**src/rtl/fog_demod_step_gen.sv**
```systemverilog
// fog_demod_step_gen
//   Closed-loop FOG front end feeding the phase ramp generator.
//   - Square-wave bias modulation o_mod (+/- i_mod_amp) with a one-clock o_trig
//     on the first clock of every half-period (tau).
//   - Demodulates the detector samples against the modulation polarity
//     (sum over the positive half minus sum over the negative half).
//   - Integrates the scaled error into the saturated ramp step o_step.
//
// Ports
//   i_clk        system clock
//   i_rst_n      asynchronous active-low reset
//   i_adc        signed detector sample, one per clock
//   i_freq_cnt   half-period length N in clocks (values < 2 act as 2)
//   i_skip       samples blanked at the start of each half
//   i_mod_amp    signed modulation amplitude
//   i_gain_shift loop gain, error is arithmetically shifted right by this
//   i_fb_on      1 = integrate, 0 = hold step integrator at 0
//   o_mod        +amp in positive half, -amp in negative half
//   o_trig       one-clock pulse on the first clock of every half
//   o_step       signed saturated step integrator
//   o_err        last demodulated error (sum_pos - sum_neg)
//   o_err_vld    one-clock pulse when o_err updates in RUN
module fog_demod_step_gen #(
  parameter int ADC_BIT    = 14,
  parameter int OUTPUT_BIT = 16,
  parameter int CNT_BIT    = 16,
  parameter int ACC_BIT    = 32
) (
  input  logic                         i_clk,
  input  logic                         i_rst_n,
  input  logic signed [ADC_BIT-1:0]    i_adc,
  input  logic        [CNT_BIT-1:0]    i_freq_cnt,
  input  logic        [CNT_BIT-1:0]    i_skip,
  input  logic signed [OUTPUT_BIT-1:0] i_mod_amp,
  input  logic        [4:0]            i_gain_shift,
  input  logic                         i_fb_on,
  output logic signed [OUTPUT_BIT-1:0] o_mod,
  output logic                         o_trig,
  output logic signed [OUTPUT_BIT-1:0] o_step,
  output logic signed [ACC_BIT-1:0]    o_err,
  output logic                         o_err_vld
);

  typedef enum logic {ST_SETTLE = 1'b0, ST_RUN = 1'b1} state_t;

  function automatic logic signed [OUTPUT_BIT-1:0] sat_step(input logic signed [ACC_BIT:0] v);
    logic signed [ACC_BIT:0] hi;
    logic signed [ACC_BIT:0] lo;
    hi = {{(ACC_BIT-OUTPUT_BIT+2){1'b0}}, {(OUTPUT_BIT-1){1'b1}}};
    lo = {{(ACC_BIT-OUTPUT_BIT+2){1'b1}}, {(OUTPUT_BIT-1){1'b0}}};
    if (v > hi)      sat_step = hi[OUTPUT_BIT-1:0];
    else if (v < lo) sat_step = lo[OUTPUT_BIT-1:0];
    else             sat_step = v[OUTPUT_BIT-1:0];
  endfunction

  state_t                      state_q, state_d;
  logic                        settle_q, settle_d;
  logic                        vld_d;

  // started_q distinguishes the idle reset cycle from the first real clock,
  // so the first clock after release shows cnt=0, positive, with o_trig.
  logic                        started_q;
  logic        [CNT_BIT-1:0]   cnt_q;
  logic        [CNT_BIT-1:0]   n_q;
  logic                        pol_q;
  logic signed [ACC_BIT-1:0]   half_sum_q;
  logic signed [ACC_BIT-1:0]   sum_pos_q;
  logic signed [ACC_BIT-1:0]   sum_neg_q;

  logic signed [OUTPUT_BIT-1:0] mod_p1;
  logic                         trig_p1;
  logic signed [ACC_BIT-1:0]    err_p1;
  logic                         err_vld_p1;
  logic signed [OUTPUT_BIT-1:0] step_acc_p2;

  logic        [CNT_BIT-1:0]   n_in;
  logic                        last;
  logic                        take;
  logic                        neg_end;
  logic                        n_change;
  logic signed [ACC_BIT-1:0]   adc_ext;
  logic signed [ACC_BIT-1:0]   half_tot;
  logic signed [ACC_BIT-1:0]   err_new;
  logic signed [ACC_BIT-1:0]   err_shift;
  logic signed [ACC_BIT:0]     step_sum;

  assign n_in     = (i_freq_cnt < CNT_BIT'(2)) ? CNT_BIT'(2) : i_freq_cnt;
  assign last     = started_q && (cnt_q == n_q - CNT_BIT'(1));
  assign take     = started_q && (cnt_q >= i_skip);
  assign neg_end  = last && !pol_q;
  assign n_change = neg_end && (n_in != n_q);
  assign adc_ext  = {{(ACC_BIT-ADC_BIT){i_adc[ADC_BIT-1]}}, i_adc};
  // Completed half includes the sample taken on its own last clock.
  assign half_tot = half_sum_q + (take ? adc_ext : '0);
  assign err_new  = sum_pos_q - half_tot;

  // Stage p1 -> p2: scaled error added to the step integrator
  assign err_shift = err_p1 >>> i_gain_shift;
  assign step_sum  = {{(ACC_BIT-OUTPUT_BIT+1){step_acc_p2[OUTPUT_BIT-1]}}, step_acc_p2}
                   + {err_shift[ACC_BIT-1], err_shift};

  always_ff @(posedge i_clk or negedge i_rst_n) begin
    if (!i_rst_n) begin
      state_q  <= ST_SETTLE;
      settle_q <= 1'b0;
    end else begin
      state_q  <= state_d;
      settle_q <= settle_d;
    end
  end

  // Only period ends (negative half finishing) move the FSM. A changed N
  // restarts settling; otherwise two clean periods are needed to reach RUN.
  always_comb begin
    state_d  = state_q;
    settle_d = settle_q;
    vld_d    = 1'b0;
    if (neg_end) begin
      if (n_change) begin
        state_d  = ST_SETTLE;
        settle_d = 1'b0;
      end else begin
        case (state_q)
          ST_SETTLE: begin
            if (settle_q) begin
              state_d  = ST_RUN;
              settle_d = 1'b0;
            end else begin
              settle_d = 1'b1;
            end
          end
          ST_RUN:  vld_d = 1'b1;
          default: state_d = ST_SETTLE;
        endcase
      end
    end
  end

  // Stage p0 -> p1: counter, half sums, registered modulation and error
  always_ff @(posedge i_clk or negedge i_rst_n) begin
    if (!i_rst_n) begin
      started_q  <= 1'b0;
      cnt_q      <= '0;
      n_q        <= '0;
      pol_q      <= 1'b1;
      half_sum_q <= '0;
      sum_pos_q  <= '0;
      sum_neg_q  <= '0;
      mod_p1     <= '0;
      trig_p1    <= 1'b0;
      err_p1     <= '0;
      err_vld_p1 <= 1'b0;
    end else begin
      err_vld_p1 <= vld_d;
      if (!started_q) begin
        started_q  <= 1'b1;
        cnt_q      <= '0;
        pol_q      <= 1'b1;
        n_q        <= n_in;
        half_sum_q <= '0;
        trig_p1    <= 1'b1;
        mod_p1     <= i_mod_amp;
      end else if (last) begin
        cnt_q      <= '0;
        pol_q      <= ~pol_q;
        half_sum_q <= '0;
        trig_p1    <= 1'b1;
        mod_p1     <= pol_q ? -i_mod_amp : i_mod_amp;
        if (pol_q) begin
          sum_pos_q <= half_tot;
        end else begin
          sum_neg_q <= half_tot;
          err_p1    <= err_new;
          n_q       <= n_in;
        end
      end else begin
        cnt_q      <= cnt_q + CNT_BIT'(1);
        half_sum_q <= half_tot;
        trig_p1    <= 1'b0;
        mod_p1     <= pol_q ? i_mod_amp : -i_mod_amp;
      end
    end
  end

  // Stage p2: integrator; feedback-off clear takes priority over an update
  always_ff @(posedge i_clk or negedge i_rst_n) begin
    if (!i_rst_n) begin
      step_acc_p2 <= '0;
    end else if (!i_fb_on) begin
      step_acc_p2 <= '0;
    end else if (err_vld_p1) begin
      step_acc_p2 <= sat_step(step_sum);
    end
  end

  assign o_mod     = mod_p1;
  assign o_trig    = trig_p1;
  assign o_err     = err_p1;
  assign o_err_vld = err_vld_p1;
  assign o_step    = step_acc_p2;

endmodule
```
**config.mk**
```make
export PLATFORM = sky130hd
export DESIGN_NAME = fog_demod_step_gen
export DESIGN_NICKNAME = d
export VERILOG_FILES = /design/src/rtl/fog_demod_step_gen.sv
export SDC_FILE = /design/constraint.sdc
export NUM_CORES = 1
export LEC_CHECK = 0
export BUFFER_PORTS_ARGS = -buffer_cell sky130_fd_sc_hd__buf_2
export CORE_ASPECT_RATIO = 0.9
export CORE_MARGIN = 2
export CORE_UTILIZATION = 40
export DETAILED_ROUTE_END_ITERATION = 8
export GPL_TIMING_DRIVEN = 0
export HOLD_SLACK_MARGIN = 0.1
export SLEW_MARGIN = 40
export SYNTH_ARGS = -nofsm -noshare
export SYNTH_HDL_FRONTEND = slang
export SYNTH_SLANG_ARGS = --single-unit
```
**constraint.sdc**
```tcl
create_clock -name i_clk -period 9.35 [get_ports i_clk]
set_input_delay 0.4675 -clock i_clk [delete_from_list [all_inputs] [get_ports i_clk]]
set_output_delay 0.4675 -clock i_clk [all_outputs]
set_load 0.02 [all_outputs]
```
# Word level (Yosys, flattened, before mapping)
# Cells that the tools add are included.
# totals
inputBits,70
register_bits,166
out_inout_bits,66
wordCells,70
# op_classes
eq_ne,6
shift,1
n_addsub,6
reduce_logical,9
n_mux,30
bitwise_logic,1
order_cmp,4
# op_table
op,n
16-bit 2-to-1 mux,14
32-bit 2-to-1 mux,3
16-bit by 32-bit adder with 33-bit output,1
33-bit by 16-bit greater-than comparator with 1-bit output (second input constant),1
33-bit by 16-bit < comparator with 1-bit output (second input constant),1
32-bit adder,1
32-bit by 5-bit >>> shifter with 32-bit output,1
32-bit subtractor,1
16-bit by 1-bit adder with 16-bit output (second input constant),1
16-bit == test,1
16-bit >= comparator,1
16-bit by 2-bit < comparator with 1-bit output (second input constant),1
16-bit != test,1
16-bit negation,1
16-bit by 1-bit subtractor with 16-bit output (second input constant),1
1-bit 2-to-1 mux,13
2-bit by 1-bit != test with 1-bit output (second input constant),3
3-bit AND reduction,2
1-bit logical AND,4
2-bit AND reduction,2
2-bit != test (second input constant),1
1-bit zero test,1
1-bit inverter,1

# Logic depth before layout (Yosys ltp)
# depth
ltp_word,7
ltp_mapped,37
ltp_nobuf,36

# Worst setup path after synthesis
# No wires, ideal clock.
# synth_timing
path_type,input to register
from,in i_skip[0]
to,reg err_p1[31] (netlist: o_err[31])
setup_ns,0.130
slack_ns,2.191
arrival_ns,7.029
path_buffers,1
stages,36
path_cell_list,ha_1 nand2b_1 a21o_1 a21o_1 a21o_1 a21o_1 a21o_1 a21o_1 a21oi_1 nor3_1 o31a_1 clkbuf_1 and2_1 ha_1 fa_1 a211oi_1 o21bai_1 a21oi_1 xor2_1 ha_1 a21oi_1 nand2_1 o21ai_0 a21oi_1 o211ai_1 nand3_1 a21o_1 a211o_1 a2111oi_0 o311ai_0 nand3_1 o31ai_2 nand3_1 a32oi_1 xnor2_1 o21ai_1
# synth_via
elab_chain_cells,5
# synth_lines
item,line,source
from (decl),33,"input logic [CNT_BIT-1:0] i_skip,"
16-bit >= comparator,89,assign take = started_q && (cnt_q >= i_skip);
1-bit logical AND,89,
32-bit 2-to-1 mux,94,assign half_tot = half_sum_q + (take ? adc_ext : '0);
32-bit adder,94,
32-bit subtractor,95,assign err_new = sum_pos_q - half_tot;
to (signal assigned),173,err_p1 <= err_new;
to (decl),72,logic signed [ACC_BIT-1:0] err_p1;
# No other way between the ends.
# A chain may end at the register's enable or synchronous reset.

# Final worst setup path
# layout_timing
from,reg cnt_q[0]
to,reg err_p1[31] (netlist: o_err[31])
# layout_via
elab_chain_cells,5
# layout_lines
item,line,source
from (decl),63,logic [CNT_BIT-1:0] cnt_q;
from (signal assigned),177,cnt_q <= cnt_q + CNT_BIT'(1);
16-bit >= comparator,89,
1-bit logical AND,89,
32-bit 2-to-1 mux,94,
32-bit adder,94,
32-bit subtractor,95,
# Several ways; a longest one is shown, not always the timed one.

==> flow_summary.ini <==
[critical_path]
cp_max_fo = 10
cp-end-kind = flip-flop
rrSetupSlack_ns = 0.75
crit_start = cnt_q[0]
cpPeakStageDelay_ns = 0.62
cp-start-kind = flip-flop
worstReg2RegStart = cnt_q[0]
critical_path_class = flip-flop to flip-flop
arrival_ns = 8.91
required_ns = 9.66
cp.buffers_inverters = 2
crit_family = compound AO/OA/AOI/OAI gates
crit_top_cell = a21o_1
rr_worst_depth = 37
timing.rr.end = o_err[31]
cp_slowest_cell = a2111oi_1

[clocking]
cts_setup_buffers = 0
cts_made_buffers = 17
clock_latency_ns = 0.45
cts.path.max_buffers = 2
htree_levels = 4
tritoncts = yes
clkTransAtPathRegs_ns = 0.07
root_buffer = clkbuf_16
clkSinkCount = 166

[logic_synthesis]
synth_cells = 1582
ys_warn_count = 0
synth_top_family_by_area = compound AO/OA/AOI/OAI gates
syn-cell-area_um2 = 13700
synth.area.mux_share_pct = 7.73
yosysSeqAreaShare_pct = 30.2
synthArstFlopShare_pct = 100
synth-adder-area-share_pct = 10.1
synth_seq_cells = 166
synth_edf_count = 0
syn_nets = 1750
synthFlopType = dfrtp_1
synth_simple_gate_area_share_pct = 17.8
yosysTopAreaCell = dfrtp_1
synth-xor-area-share_pct = 10.4
synth_compound_area_share_pct = 20.5
synth.area.top_cells = dfrtp_1 (30%), ha_1 (8.7%), xnor2_1 (6.1%)
synth.avg_cell_area_um2 = 8.68
yosysUniqueCellTypes = 91
synth_top_area_share_pct = 30.1

[timing]
fmax_ghz = 0.116
fin_setup_tns_ns = 0
hold_violations = 0
period_needed_ns = 8.60
relSlewSlack_pct = 47.9
rsz0062_at_grt = false
skew_ns = 0.0141
slew_viol_final = 0
fin_crit_sh_pct = 92.0
setup_viol = 0
tightestPinTransition_ns = 0.773

[floorplan]
dieArea_um2 = 35800
core_um2 = 34000
top_level_ports = 136
die_x_um = 199
rows = 64
initial_core_util_pct = 40.5
die_h_um = 180

[hold_path]
hold_path_end = o_mod[0]
hold_depth = 1
min_from = i_mod_amp[0]
hold_class = input pin to flip-flop

[run]
cap_violations = 0

[grt]
grt_pass1_vias = 11764
grt_pass1_wl_um = 62300
grt_overflow = 0
grt_usage_pct = 21.8
antenna_found_initial = 0
grt_max_degree = 70

[route]
first_iter_violations = 881
wl_per_cell_um = 17.2
wirelength_um = 38000
vias = 12077
drc_errors = 0
final_antenna_net_count = 0
detailedRoute.firstPassIterationCount = 6
vias_per_cell = 5.46

[power]
irDropWorstVdd_uv = 122
p_leak_nw = 7.36
powerDensity_nw_per_um2 = 108
power.total_mw = 1.70

[final_layout]
drive_gt1_share_pct = 15.3
area_growth_pct = 14.1
insertedDiodeCount = 0
fin_nets = 1906

[place]
place.gp.congestion = 0.951
io_buffers = 134
hpwl_um = 30200

[status]
outcome = complete, no violations
## how the worst max path moves through the flow
stage | slack [ns] | cells after the start | to
3_3_place_gp | 0.82 | 37 | o_err[31]
2_1_floorplan | 2.19 | 36 | o_err[31]
4_1_cts | 0.71 | 37 | o_err[31]
6_report | 0.75 | 37 | o_err[31]
5_1_grt | 0.03 | 37 | o_err[31]
3_5_place_dp | 0.71 | 37 | o_err[31]
## final cells by class
class | count | area [µm²]
sequential | 166 | 4160
tap | 462 | 578
clock inverter | 13 | 138
multi-input combinational | 1297 | 9150
buffer | 62 | 241
inverter | 57 | 214
timing repair buffer | 137 | 746
clock buffer | 19 | 453
fill | 3389 | 18300
## power by group
| group | internal [mW] | leakage [nW] | switching, mW |
|---|---|---|---|
| sequential | 0.731 | 1.96 | 0.0141 |
| clock | 0.389 | 0.287 | 0.328 |
| combinational | 0.0944 | 5.11 | 0.141 |
## stage by stage
stage | cells | hold slack (ns) | utilization, % | cell area, µm² | worst slack (ns)
finish | 2213 | 0.146 | 46.2 | 15700 | 0.749
floorplan | 1582 | 0.172 | - | 13700 | 2.19
global placement | 2178 | 0.467 | 44.1 | 15000 | 0.824
CTS | 2213 | 0.126 | 46.1 | 15700 | 0.712
detailed placement | 2180 | 0.379 | 44.4 | 15100 | 0.712
global route | 2213 | 0.135 | 46.2 | 15700 | 0.0337
## routing by layer
metal	GRT usage [%]	share of wire, %	up-vias
met4	4.50	1.4	0
met1	30.4	48	5758
li1	-	-	6025
met3	3.30	4.1	31
met2	35.7	47	263
met5	0	0	-
## registers in the layout (all words and copies together) (netlist names)
| signal | cells |
|---|---|
| cnt_q | 16 |
| half_sum_q | 32 |
| n_q | 16 |
| o_err | 32 |
| o_err_vld | 1 |
| o_mod | 16 |
| o_step | 16 |
| o_trig | 1 |
| pol_q | 1 |
| settle_q | 1 |
| started_q | 1 |
| state_q | 1 |
| sum_pos_q | 32 |
## Yosys cell counts, types with 23 or more instances
cell	number
a21oi_1	97
dfrtp_1	165
and2_1	23
mux2_2	41
mux2i_1	33
ha_1	95
nor3_1	23
nand3_1	35
inv_1	54
a21o_1	45
nor2_1	128
nand2_1	163
clkbuf_1	57
o21ai_0	137
xnor2_1	95
xor2_1	61
## cell families (layout without fill, tap and decap cells)
family | after synthesis | count (layout)
and+or+nand+nor | 505 | 505
AOI/OAI and AO/OA | 435 | 435
DFF | 166 | 166
xor gates and xnor gates | 159 | 159
buffers and inverters | 119 | 288
adders and majority gates | 111 | 111
muxes | 86 | 86
other | 1 | 1
## cell usage in the layout (no fill, tap or decap), types with 9 or more instances in the layout
cell | synthesis | final
nor2_1 | 128 | 128
a221o_1 | 13 | 13
or3_1 | 10 | 10
clkbuf_16 | 0 | 17
a21oi_1 | 97 | 97
inv_1 | 54 | 54
a21o_1 | 45 | 45
nand4_1 | 17 | 17
maj3_1 | 10 | 10
a31oi_1 | 13 | 13
dfrtp_1 | 165 | 165
and2_1 | 23 | 22
nand2_1 | 163 | 163
clkbuf_1 | 57 | 57
nor2b_1 | 18 | 18
nor4_1 | 14 | 14
o211ai_1 | 12 | 12
o21a_1 | 9 | 9
nand2b_1 | 17 | 17
and3_1 | 14 | 14
mux2_2 | 41 | 41
buf_2 | 1 | 134
nor3_1 | 23 | 23
o21ai_0 | 137 | 137
a211oi_1 | 18 | 17
xor2_1 | 61 | 61
o21bai_1 | 11 | 11
mux4_2 | 12 | 12
mux2i_1 | 33 | 33
ha_1 | 95 | 95
or2_2 | 10 | 10
nand3_1 | 35 | 35
a21boi_0 | 9 | 9
xnor2_1 | 95 | 95
## what timing repair did
item	in CTS	in global routing
hold buffers	1	0
resized for setup	0	2
endpoints found under the hold margin	40	0
setup endpoints to repair	0	2
(Power assumes the default switching activity.)
